**src/rtl/fan_ctrl_pkg.sv**
```systemverilog
// Shared definitions for the fan controller: CSR map, CTRL bit positions, tuning constants,
// FSM state encoding and the AUTO-mode duty step helper.
package fan_ctrl_pkg;

    localparam logic [4:0] BASE_ADDR  = 5'h1a;
    localparam logic [1:0] REG_CTRL   = 2'd0;
    localparam logic [1:0] REG_DUTY   = 2'd1;
    localparam logic [1:0] REG_TARGET = 2'd2;
    localparam logic [1:0] REG_TACH   = 2'd3;

    localparam int CTRL_EN    = 0;
    localparam int CTRL_AUTO  = 1;
    localparam int CTRL_STALL = 2;
    localparam int CTRL_IE    = 3;

    localparam logic [1:0] SPINUP_WIN = 2'd2;
    localparam logic [1:0] STALL_WIN  = 2'd3;
    localparam logic [7:0] MIN_DUTY   = 8'h40;
    localparam logic [7:0] STEP       = 8'h08;
    localparam logic [7:0] HYST       = 8'h02;

    typedef enum logic [1:0] {
        ST_IDLE   = 2'd0,
        ST_SPINUP = 2'd1,
        ST_RUN    = 2'd2
    } fan_state_e;

    // One AUTO regulation step; all comparisons in 9 bits so nothing wraps.
    function automatic logic [7:0] auto_step(input logic [7:0] duty,
                                             input logic [7:0] tach,
                                             input logic [7:0] target);
        logic [8:0] lo_s;
        logic [8:0] hi_s;
        logic [8:0] up_s;
        lo_s = {1'b0, tach} + {1'b0, HYST};
        hi_s = {1'b0, target} + {1'b0, HYST};
        if (hi_s > 9'd255) begin
            hi_s = 9'd255;
        end else begin
            hi_s = hi_s;
        end
        up_s = {1'b0, duty} + {1'b0, STEP};
        if (lo_s < {1'b0, target}) begin
            auto_step = (up_s > 9'd255) ? 8'hff : up_s[7:0];
        end else if ({1'b0, tach} > hi_s) begin
            auto_step = ({1'b0, duty} >= ({1'b0, MIN_DUTY} + {1'b0, STEP})) ? (duty - STEP) : MIN_DUTY;
        end else begin
            auto_step = duty;
        end
    endfunction

endpackage

```
**src/rtl/fan_ctrl_tach.sv**
```systemverilog
// Tach front end: 2-flop synchronizer, falling-edge detect at the ce_32khz sample rate,
// saturating pulse counter and per-window latch.
module fan_tach (
    input  logic       clk,
    input  logic       rst,
    input  logic       ce_32khz,
    input  logic       ce_1s,
    input  logic       tach_in,
    output logic [7:0] tach_cnt
);

    logic       sync1_r;
    logic       sync2_r;
    logic       samp_r;
    logic [7:0] cnt_r;
    logic [7:0] tach_cnt_r;
    logic       fall_s;
    logic [7:0] cnt_next_s;

    // Edge between consecutive samples; the count includes an edge landing in the window-close cycle.
    always_comb begin
        fall_s     = ce_32khz && samp_r && !sync2_r;
        cnt_next_s = (fall_s && (cnt_r != 8'hff)) ? (cnt_r + 8'd1) : cnt_r;
    end

    // Synchronizer, sample register, counter and window latch.
    always_ff @(posedge clk) begin
        if (rst) begin
            sync1_r    <= 1'b0;
            sync2_r    <= 1'b0;
            samp_r     <= 1'b0;
            cnt_r      <= 8'h00;
            tach_cnt_r <= 8'h00;
        end else begin
            sync1_r <= tach_in;
            sync2_r <= sync1_r;
            if (ce_32khz) begin
                samp_r <= sync2_r;
            end
            if (ce_1s) begin
                tach_cnt_r <= cnt_next_s;
                cnt_r      <= 8'h00;
            end else begin
                cnt_r <= cnt_next_s;
            end
        end
    end

    assign tach_cnt = tach_cnt_r;

endmodule

```
**src/rtl/fan_ctrl.sv**
```systemverilog
// Closed-loop fan controller: CSR block, spin-up/run sequencing, AUTO duty regulation,
// stall detection with retry and level interrupt.
module fan_ctrl
    import fan_ctrl_pkg::*;
(
    input  logic       clk,
    input  logic       rst,
    input  logic       ce_32khz,
    input  logic       ce_1s,
    input  logic [4:0] csr_a,
    input  logic [7:0] csr_di,
    input  logic       csr_we,
    output logic [7:0] csr_do,
    input  logic       tach_in,
    output logic [7:0] pwm_duty,
    output logic       pwm_en,
    output logic       irq
);

    fan_state_e state_r;
    logic       ie_r;
    logic       stall_r;
    logic       auto_r;
    logic       en_r;
    logic [7:0] duty_reg_r;
    logic [7:0] target_r;
    logic [7:0] pwm_duty_r;
    logic       pwm_en_r;
    logic       irq_r;
    logic [1:0] spin_cnt_r;
    logic [1:0] zero_cnt_r;
    logic       run_win_r;
    logic [7:0] tach_s;
    logic [4:0] off_s;
    logic       hit_s;
    logic [7:0] rd_s;
    logic       ctrl_wr_s;
    logic       duty_wr_s;
    logic       target_wr_s;
    logic       en_clear_s;
    logic       stall_set_s;

    fan_tach u_tach (
        .clk      (clk),
        .rst      (rst),
        .ce_32khz (ce_32khz),
        .ce_1s    (ce_1s),
        .tach_in  (tach_in),
        .tach_cnt (tach_s)
    );

    // Address decode and write strobes; offsets below BASE_ADDR wrap high and miss.
    always_comb begin
        off_s       = csr_a - BASE_ADDR;
        hit_s       = (off_s < 5'd4);
        ctrl_wr_s   = csr_we && hit_s && (off_s[1:0] == REG_CTRL);
        duty_wr_s   = csr_we && hit_s && (off_s[1:0] == REG_DUTY);
        target_wr_s = csr_we && hit_s && (off_s[1:0] == REG_TARGET);
        en_clear_s  = ctrl_wr_s && !csr_di[CTRL_EN];
        stall_set_s = (state_r == ST_RUN) && run_win_r && (tach_s == 8'h00)
                      && (zero_cnt_r == (STALL_WIN - 2'd1)) && !en_clear_s;
    end

    // Read mux; the bus is ORed with other peripherals so misses return zero.
    always_comb begin
        rd_s = 8'h00;
        if (hit_s) begin
            case (off_s[1:0])
                REG_CTRL:   rd_s = {4'b0000, ie_r, stall_r, auto_r, en_r};
                REG_DUTY:   rd_s = pwm_duty_r;
                REG_TARGET: rd_s = target_r;
                REG_TACH:   rd_s = tach_s;
                default:    rd_s = 8'h00;
            endcase
        end else begin
            rd_s = 8'h00;
        end
    end

    assign csr_do = rd_s;

    // Control/config registers; a stall detected in the same cycle as a W1C survives.
    always_ff @(posedge clk) begin
        if (rst) begin
            ie_r       <= 1'b0;
            stall_r    <= 1'b0;
            auto_r     <= 1'b0;
            en_r       <= 1'b0;
            duty_reg_r <= 8'h00;
            target_r   <= 8'h00;
            irq_r      <= 1'b0;
        end else begin
            if (ctrl_wr_s) begin
                ie_r   <= csr_di[CTRL_IE];
                auto_r <= csr_di[CTRL_AUTO];
                en_r   <= csr_di[CTRL_EN];
            end
            if (stall_set_s) begin
                stall_r <= 1'b1;
            end else if (ctrl_wr_s && csr_di[CTRL_STALL]) begin
                stall_r <= 1'b0;
            end
            if (duty_wr_s) begin
                duty_reg_r <= csr_di;
            end
            if (target_wr_s) begin
                target_r <= csr_di;
            end
            irq_r <= stall_r & ie_r;
        end
    end

    // Marks the cycle after a window closed while running, when the new TACH value is visible.
    always_ff @(posedge clk) begin
        if (rst) begin
            run_win_r <= 1'b0;
        end else begin
            run_win_r <= ce_1s && (state_r == ST_RUN);
        end
    end

    // Sequencer with registered pwm outputs; an EN=0 write overrides everything else.
    always_ff @(posedge clk) begin
        if (rst) begin
            state_r    <= ST_IDLE;
            pwm_duty_r <= 8'h00;
            pwm_en_r   <= 1'b0;
            spin_cnt_r <= 2'd0;
            zero_cnt_r <= 2'd0;
        end else if (en_clear_s) begin
            state_r    <= ST_IDLE;
            pwm_duty_r <= 8'h00;
            pwm_en_r   <= 1'b0;
            spin_cnt_r <= 2'd0;
            zero_cnt_r <= 2'd0;
        end else begin
            case (state_r)
                ST_IDLE: begin
                    pwm_duty_r <= 8'h00;
                    pwm_en_r   <= 1'b0;
                    zero_cnt_r <= 2'd0;
                    spin_cnt_r <= 2'd0;
                    if (en_r) begin
                        state_r    <= ST_SPINUP;
                        pwm_duty_r <= 8'hff;
                        pwm_en_r   <= 1'b1;
                    end
                end
                ST_SPINUP: begin
                    pwm_duty_r <= 8'hff;
                    pwm_en_r   <= 1'b1;
                    zero_cnt_r <= 2'd0;
                    if (ce_1s) begin
                        if (spin_cnt_r == (SPINUP_WIN - 2'd1)) begin
                            state_r    <= ST_RUN;
                            pwm_duty_r <= duty_reg_r;
                            spin_cnt_r <= 2'd0;
                        end else begin
                            spin_cnt_r <= spin_cnt_r + 2'd1;
                        end
                    end
                end
                ST_RUN: begin
                    pwm_en_r <= 1'b1;
                    if (stall_set_s) begin
                        state_r    <= ST_SPINUP;
                        pwm_duty_r <= 8'hff;
                        spin_cnt_r <= 2'd0;
                        zero_cnt_r <= 2'd0;
                    end else begin
                        if (run_win_r) begin
                            zero_cnt_r <= (tach_s == 8'h00) ? (zero_cnt_r + 2'd1) : 2'd0;
                        end
                        if (duty_wr_s) begin
                            pwm_duty_r <= csr_di;
                        end else if (!auto_r) begin
                            pwm_duty_r <= duty_reg_r;
                        end else if (run_win_r) begin
                            pwm_duty_r <= auto_step(pwm_duty_r, tach_s, target_r);
                        end
                    end
                end
                default: begin
                    state_r    <= ST_IDLE;
                    pwm_duty_r <= 8'h00;
                    pwm_en_r   <= 1'b0;
                    spin_cnt_r <= 2'd0;
                    zero_cnt_r <= 2'd0;
                end
            endcase
        end
    end

    assign pwm_duty = pwm_duty_r;
    assign pwm_en   = pwm_en_r;
    assign irq      = irq_r;

endmodule

```
**config.mk**
```make
export PLATFORM = sky130hd
export DESIGN_NAME = fan_ctrl
export DESIGN_NICKNAME = d
export VERILOG_FILES = /design/src/rtl/fan_ctrl_pkg.sv /design/src/rtl/fan_ctrl_tach.sv /design/src/rtl/fan_ctrl.sv
export SDC_FILE = /design/constraint.sdc
export NUM_CORES = 1
export LEC_CHECK = 0
export CAP_MARGIN = 30
export CORE_ASPECT_RATIO = 0.7
export CORE_UTILIZATION = 45
export DETAILED_ROUTE_END_ITERATION = 8
export GPL_TIMING_DRIVEN = 0
export PLACE_DENSITY = 0.65
export SKIP_LAST_GASP = 1
export SLEW_MARGIN = 5
export SYNTH_ARGS = -nofsm -noshare
export SYNTH_HDL_FRONTEND = slang
export SYNTH_SLANG_ARGS = --single-unit
```
**constraint.sdc**
```tcl
create_clock -name clk -period 7.5 [get_ports clk]
set_clock_uncertainty 0.1 [all_clocks]
set_input_delay 1.125 -clock clk [delete_from_list [all_inputs] [get_ports clk]]
set_output_delay 1.125 -clock clk [all_outputs]
set_load 0.01 [all_outputs]
```
==> metrics.md <==
| Metric | Value |
|---|---|
| Status | finished, violations left |
| Failing checks | design-rule violations |
| Max Cap Viol | 0 |
| Area growth from synthesis to layout | 16.13% |
| First-pass GRT wire length | ~17,000 µm |
| Logic gate share of total power | between 20 and 25% |
| Fin. Hold Viols | 0 |
| Syn. warnings | 0 |
| GRT busiest layer | met1 |
| Main synth FF type | dfxtp_1 |
| Worst setup SP type | primary input |
| Cell area after layout | 4441 µm² |
| Post-synth ARST share | 0% |
| P_int | just over 500 µW |
| GP Congestion | 0.9099 |
| RR Startpoint | target_r[1]$_SDFFE_PP0P_ |
| Core ar. | ~8000 µm² |
| Final ANT Viol Nets | 0 |
| Sequential area share after synthesis | between 20% and 30% |
| Mapped Cells | between 400 and 500 |
| Yosys cell types | 56 |
| Worst Hold Launch | spin_cnt_r[1]$_SDFFE_PP0P_ |
| Chip width | around 110 µm |
| Leakage Power | about 0.0016 µW |
| Vias per Instance | slightly below 6 |
| Leading cell type in the layout, fill and taps excluded | nor2_1 |
| Die ar. | between 8000 and 9000 µm² |
| CTS tree | yes |
| Placed inst area | around 4300 µm² |
| Worst VDD drop | about 100 µV |
| Post-synth EDFFs | 0 |
| Vias in the first global route | 3,360 |
| Met2 global-route usage | between 30% and 40% |
| Final core utilization | between 50 and 60% |
| First-pass DRT Iterations | 8 |
| Syn nets | between 500 and 600 |
| Clock buffer depth | 2 |
| Seq cells post-synth | 56 |
| Slew margin rel. | between 30% and 40% |
| Average size of a mapped cell | about 8 µm² |
| Grt met1 use | a little under two fifths |
| Achievable frequency | about 190 MHz |
| WS Path Type | in2out |
| Cell taking the most area after synthesis | dfxtp_1 |
| Hold buffers post-CTS | 0 |
| Sequential Power Share | approximately 44% |
| Top cell type's share of synthesized area | 29.32% |
| Min Clock Period, post-route | approximately 5.3 ns |
| NetSw | around 220 µW |
| GRT Overall Usage | 24.89% |
| Setup TNS | 0 ns |
| Largest net degree at the start of global routing | 17 |
| RSZ-0062 raised after global routing | no |
| Setup Fix Bufs, Post-CTS | 0 |
| Crit path max fanout | 10 |
| Clock root buffer | clkbuf_16 |
| M3 GR Usage | under 10% |
| Number of buffers created by CTS | 5 |
| Clock network fraction of design power | 33.1% |
| Nets | 560 |
| WL/cell | between 15 and 20 µm |
| Place WS | 2.210 ns |
| Setup ws final | 2.198 ns |
| Period Utilization, post-route | between 70 and 80% |
| Initial antenna violation count | 0 |
| Initial Util | between 40% and 50% |
| Detailed placement HPWL | between 8000 and 9000 µm |
| Commonest non-fill, non-tap cells in the layout | nor2_1, dfxtp_1, clkdlybuf4s50_1, o21ai_0, nand2_1 |
| Worst-Skew Late Latency | between 0.2 and 0.3 ns |
| Grt ovf | 0 |
| Port bufs | 34 |
| I/O Pins | 37 |
| Worst-path clk slew | roughly 0.07 ns |
| Layout cells sized above 1 | around 5.8% |
| CP endpoint kind | output port |
| Pwr dens | approximately 160 nW/µm² |
| Worst hold margin | around 0.33 ns |
| Number of core rows | 27 |
| DR vias | about 3,600 |
| Final setup fails | 0 |
| CP startpoint | csr_a[1] |
| 1st-iter DRT viols | approximately 320 |
| Worst min path class | reg2reg |
| ANT cells | 0 |
| Cell Area, Synth | around 3800 µm² |
| Routed wire length | roughly 10,000 µm |
| WP data arrival | just over 4 ns |
| Required @ worst endpoint | ~6.3 ns |
| Sink Count | 56 |
| Switching share of power | between 20 and 30% |
| Largest cells by area after synthesis | dfxtp_1, ha_1, mux2i_1 |
| Worst-margin pin slew | around 0.91 ns |
| Die height | between 70 and 80 µm |
| H-tree Lvls | 2 |
| Max Slew Vio Count | 0 |
| Post-CTS sizing | 0 |
| DRC | 4 |
[Yosys cell counts (all sizes together), types with 3 or more instances]
cell type	count
nor2	68
dfxtp	56
o21ai	31
nand2	30
ha	29
inv	26
mux2i	26
nand3	23
a21oi	18
clkbuf	15
a211oi	14
nor2b	11
xnor2	10
a22oi	8
buf	8
xor2	8
and3	7
nor3	7
a221oi	6
a31oi	6
nand2b	6
o21a	6
or2	6
o211ai	5
mux4	4
and2	3
nand4	3
nor3b	3
nor4	3
[area by class of cell]
type,instances,area [µm²]
Buffer,23,107.6
Sequential cell,56,1121
Timing Repair Buffer,34,340.3
Clock buffer,7,142.6
Clock inverter,1,7.507
Multi-Input combinational cell,366,2497
Fill cell,772,3600
Tap cell,101,126.4
Inverter,26,97.59
[path summary, 6_finish.rpt]
kind | cells after the start | slack [ns] | endpoint
setup / recovery | 8 | 2.20 | csr_do[0]
hold / removal | 2 | 0.33 | spin_cnt_r[1]$_SDFFE_PP0P_
setup reg to reg | 17 | 3.72 | pwm_duty[3]$_SDFFE_PP0P_
hold reg to reg | 2 | 0.33 | spin_cnt_r[1]$_SDFFE_PP0P_
[power by group through the flow]
stage,Clock (µW),Sequential (µW),Combinational (µW)
5_1_grt,255,325,187
6_report,242,323,166
2_1_floorplan,0,328,109
4_1_cts,245,324,164
3_3_place_gp,0,330,161
3_5_place_dp,0,331,163
[state kept, by name, indices dropped and copies added (netlist names), 2 cells and up]
signal,flops
zero_cnt_r,2
u_tach.cnt_r,8
duty_reg_r,8
target_r,8
pwm_duty,8
u_tach.tach_cnt,8
state_r,2
spin_cnt_r,2
[worst max-delay path: stages]
cell,delay (ns)
clkdlybuf4s50_1,0.61
clkbuf_1,0.41
inv_1,0.11
ha_1,0.30
nor4bb_1,0.51
nor2_1,0.28
nor2b_1,0.18
clkdlybuf4s50_1,0.55
[layer usage]
metal  vias to the layer above  wire length (µm)
met5                         -                 0
met4                         0               126
met3                        14               704
met2                       130              4169
met1                      1693              5387
li1                       1772                 -
[per-stage QoR]
| stage | power, µW | cells |
|---|---|---|
| 2_1_floorplan | 436.8 | 471 |
| 6_report | 731.3 | 614 |
| 3_3_place_gp | 491.5 | 606 |
| 4_1_cts | 733.0 | 614 |
| 3_5_place_dp | 493.7 | 606 |
| 5_1_grt | 766.7 | 614 |
[cells by family after synthesis]
| group | Yosys count | share of synthesized area [%] |
|---|---|---|
| AOI/OAI and AO/OA | 112 | 19.96 |
| adders and majority gates | 29 | 9.490 |
| DFF | 56 | 29.32 |
| muxes | 30 | 9.162 |
| and+or+nand+nor | 177 | 22.58 |
| buffers and inverters | 49 | 5.366 |
| xor gates and xnor gates | 18 | 4.123 |
No activity file was read; power rests on OpenSTA's default activity.
